## src/rtl/s8_jkcnt_pkg.sv

```systemverilog
`default_nettype none
// ============================================================================
//  Module   : s8_pkg
//  Purpose  : Shared constants for the JK-cell counter: the {J,K} command
//             encodings understood by jk_cell and the decade terminal value.
//  Ports    : none (package)
//  Revision : 1.0  initial release
// ============================================================================
package s8_pkg;

   // {J,K} command encodings
   localparam logic [1:0] JK_HOLD = 2'b00;
   localparam logic [1:0] JK_CLR  = 2'b01;
   localparam logic [1:0] JK_SET  = 2'b10;
   localparam logic [1:0] JK_TOG  = 2'b11;

   // Highest value of a decade (BCD) digit
   localparam logic [3:0] BCD_MAX = 4'd9;

endpackage : s8_pkg
`default_nettype wire

```

## src/rtl/s8_jkcnt_jk_cell.sv

```systemverilog
`default_nettype none
// ============================================================================
//  Module   : jk_cell
//  Purpose  : Single JK flip-flop with asynchronous active-low clear.
//  Ports    : clk  - clock, state changes on rising edge
//             rst  - asynchronous active-low clear
//             j, k - command: hold / clear / set / toggle
//             q    - cell output
//             qb   - complement of q
//  Revision : 1.0  initial release
// ============================================================================
module jk_cell
   import s8_pkg::*;
(
   input  logic clk,
   input  logic rst,
   input  logic j,
   input  logic k,
   output logic q,
   output logic qb
);

   logic q_q;
   logic q_d;

   always_comb begin
      q_d = q_q;
      case ({j, k})
         JK_HOLD: q_d = q_q;
         JK_CLR:  q_d = 1'b0;
         JK_SET:  q_d = 1'b1;
         JK_TOG:  q_d = ~q_q;
         default: q_d = q_q;
      endcase
   end

   always_ff @(posedge clk or negedge rst) begin
      if (!rst) begin
         q_q <= 1'b0;
      end else begin
         q_q <= q_d;
      end
   end

   assign q  = q_q;
   assign qb = ~q_q;

endmodule : jk_cell
`default_nettype wire

```

## src/rtl/s8_jkcnt.sv

```systemverilog
`default_nettype none
// ============================================================================
//  Module   : s8_jkcnt
//  Purpose  : Synchronous up/down counter built from WIDTH jk_cell stages.
//             The top level only generates each cell's J/K command and the
//             combinational terminal-count flag; all state lives in the cells.
//  Config   : S8_JKCNT_BCD_EN - when defined, decade counting (WIDTH must be 4)
//  Ports    : clk  - counter clock
//             rst  - asynchronous active-low reset
//             en   - count enable
//             up   - direction, 1 = increment, 0 = decrement
//             load - synchronous parallel load, overrides en
//             din  - value to load
//             q    - current count
//             tc   - terminal count (combinational)
//  Revision : 1.0  initial release
// ============================================================================
module s8_jkcnt
   import s8_pkg::*;
#(
   parameter int WIDTH = 4
) (
   input  logic             clk,
   input  logic             rst,
   input  logic             en,
   input  logic             up,
   input  logic             load,
   input  logic [WIDTH-1:0] din,
   output logic [WIDTH-1:0] q,
   output logic             tc
);

`ifdef S8_JKCNT_BCD_EN
   if (WIDTH != 4) begin : g_bcd_width_err
      $error("s8_jkcnt: decade mode requires WIDTH == 4");
   end
`endif

   logic [WIDTH-1:0] w_j;
   logic [WIDTH-1:0] w_k;
   logic [WIDTH-1:0] w_qb;
   logic [WIDTH-1:0] w_all1;   // w_all1[i]: q[i-1:0] all ones
   logic [WIDTH-1:0] w_all0;   // w_all0[i]: q[i-1:0] all zeros
   logic [WIDTH-1:0] w_tog;
   logic             w_term;

   // Carry/borrow chains: a cell toggles once every lower cell is at the
   // value that carries (up) or borrows (down). Cell 0 always toggles.
   always_comb begin
      w_all1    = '0;
      w_all0    = '0;
      w_all1[0] = 1'b1;
      w_all0[0] = 1'b1;
      for (int i = 1; i < WIDTH; i++) begin
         w_all1[i] = w_all1[i-1] & q[i-1];
         w_all0[i] = w_all0[i-1] & w_qb[i-1];
      end
   end

   assign w_tog = up ? w_all1 : w_all0;

   always_comb begin
      w_j = '0;
      w_k = '0;
      if (load) begin
         w_j = din;
         w_k = ~din;
      end else if (en) begin
         w_j = w_tog;
         w_k = w_tog;
`ifdef S8_JKCNT_BCD_EN
         // Decade wrap overrides the binary toggle pattern: 9 (or any
         // out-of-range load value) clears to 0, and 0 counting down sets 9.
         if ((up && (q >= WIDTH'(BCD_MAX))) || (!up && (q > WIDTH'(BCD_MAX)))) begin
            w_j = '0;
            w_k = '1;
         end else if (!up && (&w_qb)) begin
            w_j = WIDTH'(BCD_MAX);
            w_k = ~WIDTH'(BCD_MAX);
         end
`endif
      end
   end

`ifdef S8_JKCNT_BCD_EN
   assign w_term = up ? (q == WIDTH'(BCD_MAX)) : (&w_qb);
`else
   assign w_term = up ? (&q) : (&w_qb);
`endif

   assign tc = en & ~load & w_term;

   for (genvar gi = 0; gi < WIDTH; gi++) begin : g_cell
      jk_cell u_cell (
         .clk (clk),
         .rst (rst),
         .j   (w_j[gi]),
         .k   (w_k[gi]),
         .q   (q[gi]),
         .qb  (w_qb[gi])
      );
   end

endmodule : s8_jkcnt
`default_nettype wire

```

## config.mk

```make
export PLATFORM = sky130hd
export DESIGN_NAME = s8_jkcnt
export DESIGN_NICKNAME = d
export VERILOG_FILES = /design/src/rtl/s8_jkcnt_pkg.sv /design/src/rtl/s8_jkcnt_jk_cell.sv /design/src/rtl/s8_jkcnt.sv
export SDC_FILE = /design/constraint.sdc
export NUM_CORES = 1
export LEC_CHECK = 0
export CAP_MARGIN = 20
export CORE_AREA = 2 2 39 41
export DETAILED_ROUTE_END_ITERATION = 10
export DIE_AREA = 0 0 41 43
export GPL_TIMING_DRIVEN = 0
export PLACE_DENSITY = 0.62
export SETUP_SLACK_MARGIN = 0.5
export SYNTH_ARGS = -nofsm -noshare
export SYNTH_HDL_FRONTEND = slang
export SYNTH_SLANG_ARGS = --single-unit
```

## constraint.sdc

```tcl
create_clock -name clk -period 1.4 [get_ports clk]
set_input_delay 0.21 -clock clk [delete_from_list [all_inputs] [get_ports clk]]
set_output_delay 0.21 -clock clk [all_outputs]
set_load 0.05 [all_outputs]
```

; After elaboration in Yosys (flattened, before gate mapping)
; Index checks and enable logic that the tools add are counted.
[word_totals]
register_bits = 4
elab_cells = 43
in_bits = 9
out_inout_bits = 5
[classes]
reduce_logical = 6
mux = 9
n_eq_ne = 12
n_bitwise = 12
[ops]
columns = operator, count
row1 = $eq A2 B2 Y1 const B, 8
row2 = $mux W4, 4
row3 = $pmux W1 S3, 4
row4 = $eq A2 B1 Y1 const B, 4
row5 = $logic_not A2 Y1, 4
row6 = $reduce_and A4 Y1, 2
row7 = $and A1 B1 Y1, 6
row8 = $not A1 Y1, 5
row9 = $not A4 Y4, 1
row10 = $mux W1, 1

; Depth between registers and ports, before layout
; Gate-level depths: netlist of run 1.
[depth]
word_depth = 8
mapped_depth = 4
mapped_depth_nobuf = 3

; Cells and area by module
; A second synthesis of run 1 with hierarchy kept.
[hier_totals]
hier_cells = 39
area_unflattened_um2 = 286.5
[by_module_without_submodules]
columns = module, seq_area_each_um2, cells_per_inst, instances, area_per_inst_um2
row1 = jk_cell, 25.0, 4, 4, 37.5
row2 = s8_jkcnt, 0.0, 23, 1, 136.4

; Worst setup path before layout of run 1
; Ideal clock, no wire load.
[synth_path]
path_kind = flip-flop to output port
from = reg g_cell[0].u_cell.q_q
to = out tc
setup_slack_ns = -0.299
path_stages_with_launch = 4
arrival_time_ns = 1.489
path_buffers = 0
cell_sequence = dfrtp_1 > nor4_1 > o21ai_0 > nor2_1
[synth_via]
elab_chain_len = 4
elab_cells_between_ends = 5
classes_between = 1 x mux / 2 x bitwise / 2 x reduce/logical
[synth_lines]
columns = element, line
row1 = from (decl), s8_jkcnt_jk_cell.sv:23  ; logic q_q;
row2 = from (signal assigned), s8_jkcnt_jk_cell.sv:41  ; q_q <= q_d;
row3 = $not A1 Y1, s8_jkcnt_jk_cell.sv:46  ; assign qb = ~q_q;
row4 = $reduce_and A4 Y1, s8_jkcnt.sv:88  ; assign w_term = up ? (&q) : (&w_qb);
row5 = $mux W1 (*), s8_jkcnt.sv:88
row6 = $and A1 B1 Y1 (*), s8_jkcnt.sv:91  ; assign tc = en & ~load & w_term;
row7 = to (decl), s8_jkcnt.sv:30  ; output logic tc
; Mark *: on every way between the ends. The rest lies on a longest branch, timed or not.

; Final worst setup path of run 1
[layout_path]
from = reg g_cell[2].u_cell.q_q
to = out tc
[layout_via]
elab_chain_len = 4
elab_cells_between_ends = 5
classes_between = 1 x mux / 2 x bitwise / 2 x reduce/logical
[layout_lines]
columns = element, line
row1 = from (decl), s8_jkcnt_jk_cell.sv:23
row2 = from (signal assigned), s8_jkcnt_jk_cell.sv:41
row3 = $not A1 Y1, s8_jkcnt_jk_cell.sv:46
row4 = $reduce_and A4 Y1, s8_jkcnt.sv:88
row5 = $mux W1 (*), s8_jkcnt.sv:88
row6 = $and A1 B1 Y1 (*), s8_jkcnt.sv:91
; Marks and branches as above.

==> results of run 1 <==
==> repair_timing <==
| action | 4_1_cts | 5_1_grt |
|---|---|---|
| setup buffers | 6 | 3 |
| hold endpoints to repair | 0 | 0 |
| pin swaps | 3 | 2 |
| setup endpoints to repair | 9 | 9 |
| hold buffers | 0 | 0 |
| gates resized for setup | 51 | 9 |
==> layout make-up <==
class                      count  area (um2)
sequential                     4         104
clock buffer                   3        22.5
timing repair buffer          21         229
tap                           16        20.0
inverter                       1        3.75
buffer                         5        48.8
fill                         127         744
multi-input combinational     24         211
==> metrics by stage <==
stage / instance area, um2 / power (W) / cells / worst slack [ns] / setup TNS (ns)
2_1_floorplan: 312 / 0.000280 / 34 / -0.0473 / -0.0473
3_3_place_gp: 452 / 0.000344 / 62 / -0.876 / -1.97
3_5_place_dp: 452 / 0.000345 / 62 / -0.862 / -1.92
4_1_cts: 577 / 0.000566 / 71 / -0.112 / -0.213
5_1_grt: 639 / 0.000639 / 74 / -0.175 / -0.421
6_report: 639 / 0.000601 / 74 / -0.106 / -0.267
==> where the power goes <==
| group | internal, W | switching [W] |
|---|---|---|
| logic | 0.000172 | 0.000132 |
| clock network | 0.0000957 | 0.0000438 |
| registers | 0.000133 | 0.0000238 |
| total | 0.000401 | 0.000200 |
==> cells by family after synthesis <==
kind of cell,after synthesis,share of synthesized area [%]
flip-flops,4,33.3
AND/OR/NAND/NOR,13,25.4
buffers and inverters,6,12.5
AO/OA/AOI/OAI,6,13.3
XOR/XNOR,3,8.75
multiplexers,2,6.67
==> routing by layer <==
metal,share of wire (%),up-vias
li1,-,166
met1,38,146
met2,59,6
met3,2.5,0
met4,0,0
met5,0,-
==> placed cells by master, fill, tap and decap left out, drive strengths merged <==
| master | Yosys | final |
|---|---|---|
| buf | 4 | 18 |
| clkdlybuf4s50 | 0 | 5 |
| clkbuf | 1 | 4 |
| dfrtp | 4 | 4 |
| mux2i | 2 | 2 |
| xnor2 | 2 | 2 |
| nand2 | 2 | 2 |
| nand3 | 2 | 2 |
| dlygate4sd2 | 0 | 2 |
| o21ai | 2 | 2 |
| nor2 | 2 | 2 |
| and4 | 1 | 1 |
| nor4 | 1 | 1 |
| nor2b | 1 | 1 |
| xor2 | 1 | 1 |
| nand4 | 1 | 1 |
| or4b | 1 | 1 |
| and3 | 1 | 1 |
| a21oi | 1 | 1 |
| nand2b | 1 | 1 |
| o31a | 1 | 1 |
| a21boi | 1 | 1 |
| inv | 1 | 1 |
| a211o | 1 | 1 |
==> path summary, 6_finish.rpt <==
path,from,end,cells after the start,slack (ns)
worst max-delay path,g_cell[2].u_cell.q,tc,4,-0.11
worst max register to register,g_cell[1].u_cell.q,g_cell[2].u_cell.q,3,-0.10
max in group asynchronous,rst,g_cell[1].u_cell.q,1,1.04
worst min register to register,g_cell[3].u_cell.q,g_cell[3].u_cell.q,2,0.66
worst min-delay path,rst,g_cell[3].u_cell.q,1,0.18
min in group clk,load,g_cell[0].u_cell.q,3,0.39
==> critical path: stages (launching register included) <==
cell     delay, ns
dfrtp_2       0.43
and4_2        0.26
o21ai_4       0.18
nor2_4        0.04
buf_6         0.15
==> results.cfg, run 1 <==
[sta]
fin_crit_sh_pct = 108
report.final.setup_viol = 3
skew_ns = 0.000903
worst_hold_slack_ns = 0.178
max_slew.worst_pin.slew_ns = 0.440
grt_setup_unrepaired = yes
achievable-frequency_mhz = 664
finalCriticalPeriod_ns = 1.51
layout_setup_ws_ns = -0.106
timing.slew.headroom_pct = 70.7
final-max-slew-violation-count = 0
hold_viol = 0

[floorplan]
floorplan.core_area_um2 = 1380
fp-row-count = 14
dieArea_um2 = 1760
pin_count = 14
fp.dieH_um = 43
floorplan.initialDensity_pct = 21.7
die_width_um = 41

[global_route]
grt_pass1_wl_um = 1180
grt_max_degree = 11
use_met3_pct = 3.14
global_route_met1_usage_pct = 10.1
gr-usage-all-layers_pct = 9.98
gr-total-overflow = 0
top_usage_layer = met2
via_count_of_the_first_global_routing_pass = 309
grt_use_met2_pct = 16.6
grt_antenna_before_repair = 0

[worst_setup_path]
worstSetupPathType = reg2out
timing.critical_path.arrival_ns = 1.30
required_arrival_time_at_the_worst_endpoint_ns = 1.19
path_max_fanout = 5
crit_path_start_kind = flip-flop
worstSetupEndpointType = primary output

[final_layout]
nets = 69
diodes = 0
final_core_utilization_pct = 46.2
final_layout_size_suffix_gt1_share_pct = 51.7
largest_register_ff_count = 4
area_delta_synth_final_pct = 113

[power]
ir_worst_vdd_v = 0.000500
power_density_nw_per_um2 = 939
static-leakage-power_nw = 0.281

[detailed_routing]
first_iter_violations = 0
detail_route.drc_violations = 0
wl_um = 730
drt.antenna.violating_nets = 0
dr.pass1.iters = 1
total_via_count_after_detailed_routing = 318
routed_wire_length_per_instance_um = 9.86
routed_via_density = 4.30

[synth]
synthesis.area_um2 = 300
ys_dominant_reg_cell = dfrtp_1
cell_type_with_the_largest_total_area_after_synthesis = dfrtp_1
synth_edf_count = 0
postSynth.asyncResetShare_pct = 100
synth_top_area_share_pct = 33.3
netlist_top_cells_area = dfrtp_1, buf_4, mux2i_1
synth.ff_latch_count = 4
syn_nets = 43
post_synth.cell_area_avg_um2 = 8.83
synthCells = 34
netlist-cell-type-count = 22
share_of_the_yosys_chip_area_belonging_to_registers_pct = 33.3
ys.warnings.count = 0
synth_common_cells = buf_4, dfrtp_1

[placed_design]
numPortBuffers = 12
dp_hpwl_um = 475
gp_congestion = 0.693

[cts]
cts-root-to-sink-buffers = 2
cts_num_sinks = 4
clkLatencyLatePin_ns = 0.23
h-tree-depth = 1
clk_root_buffer_cell = clkbuf_4
clk_pin_slew_worst_paths_ns = 0.04
tritoncts_clock_tree = yes
cts_inserted_buffers = 3

[flow_run]
cap_viol_max_count = 0

[worst_hold_path]
holdCritPathClass = in2async

[outcome]
outcome = finished with violations
violated_checks = setup timing
(Power assumes the default switching activity.)
==> run 2: changes to the inputs <==
- CAP_MARGIN: 20 -> 5
==> results of run 2 <==
No change in the layout: final DEF, timing and power equal those of run 1.
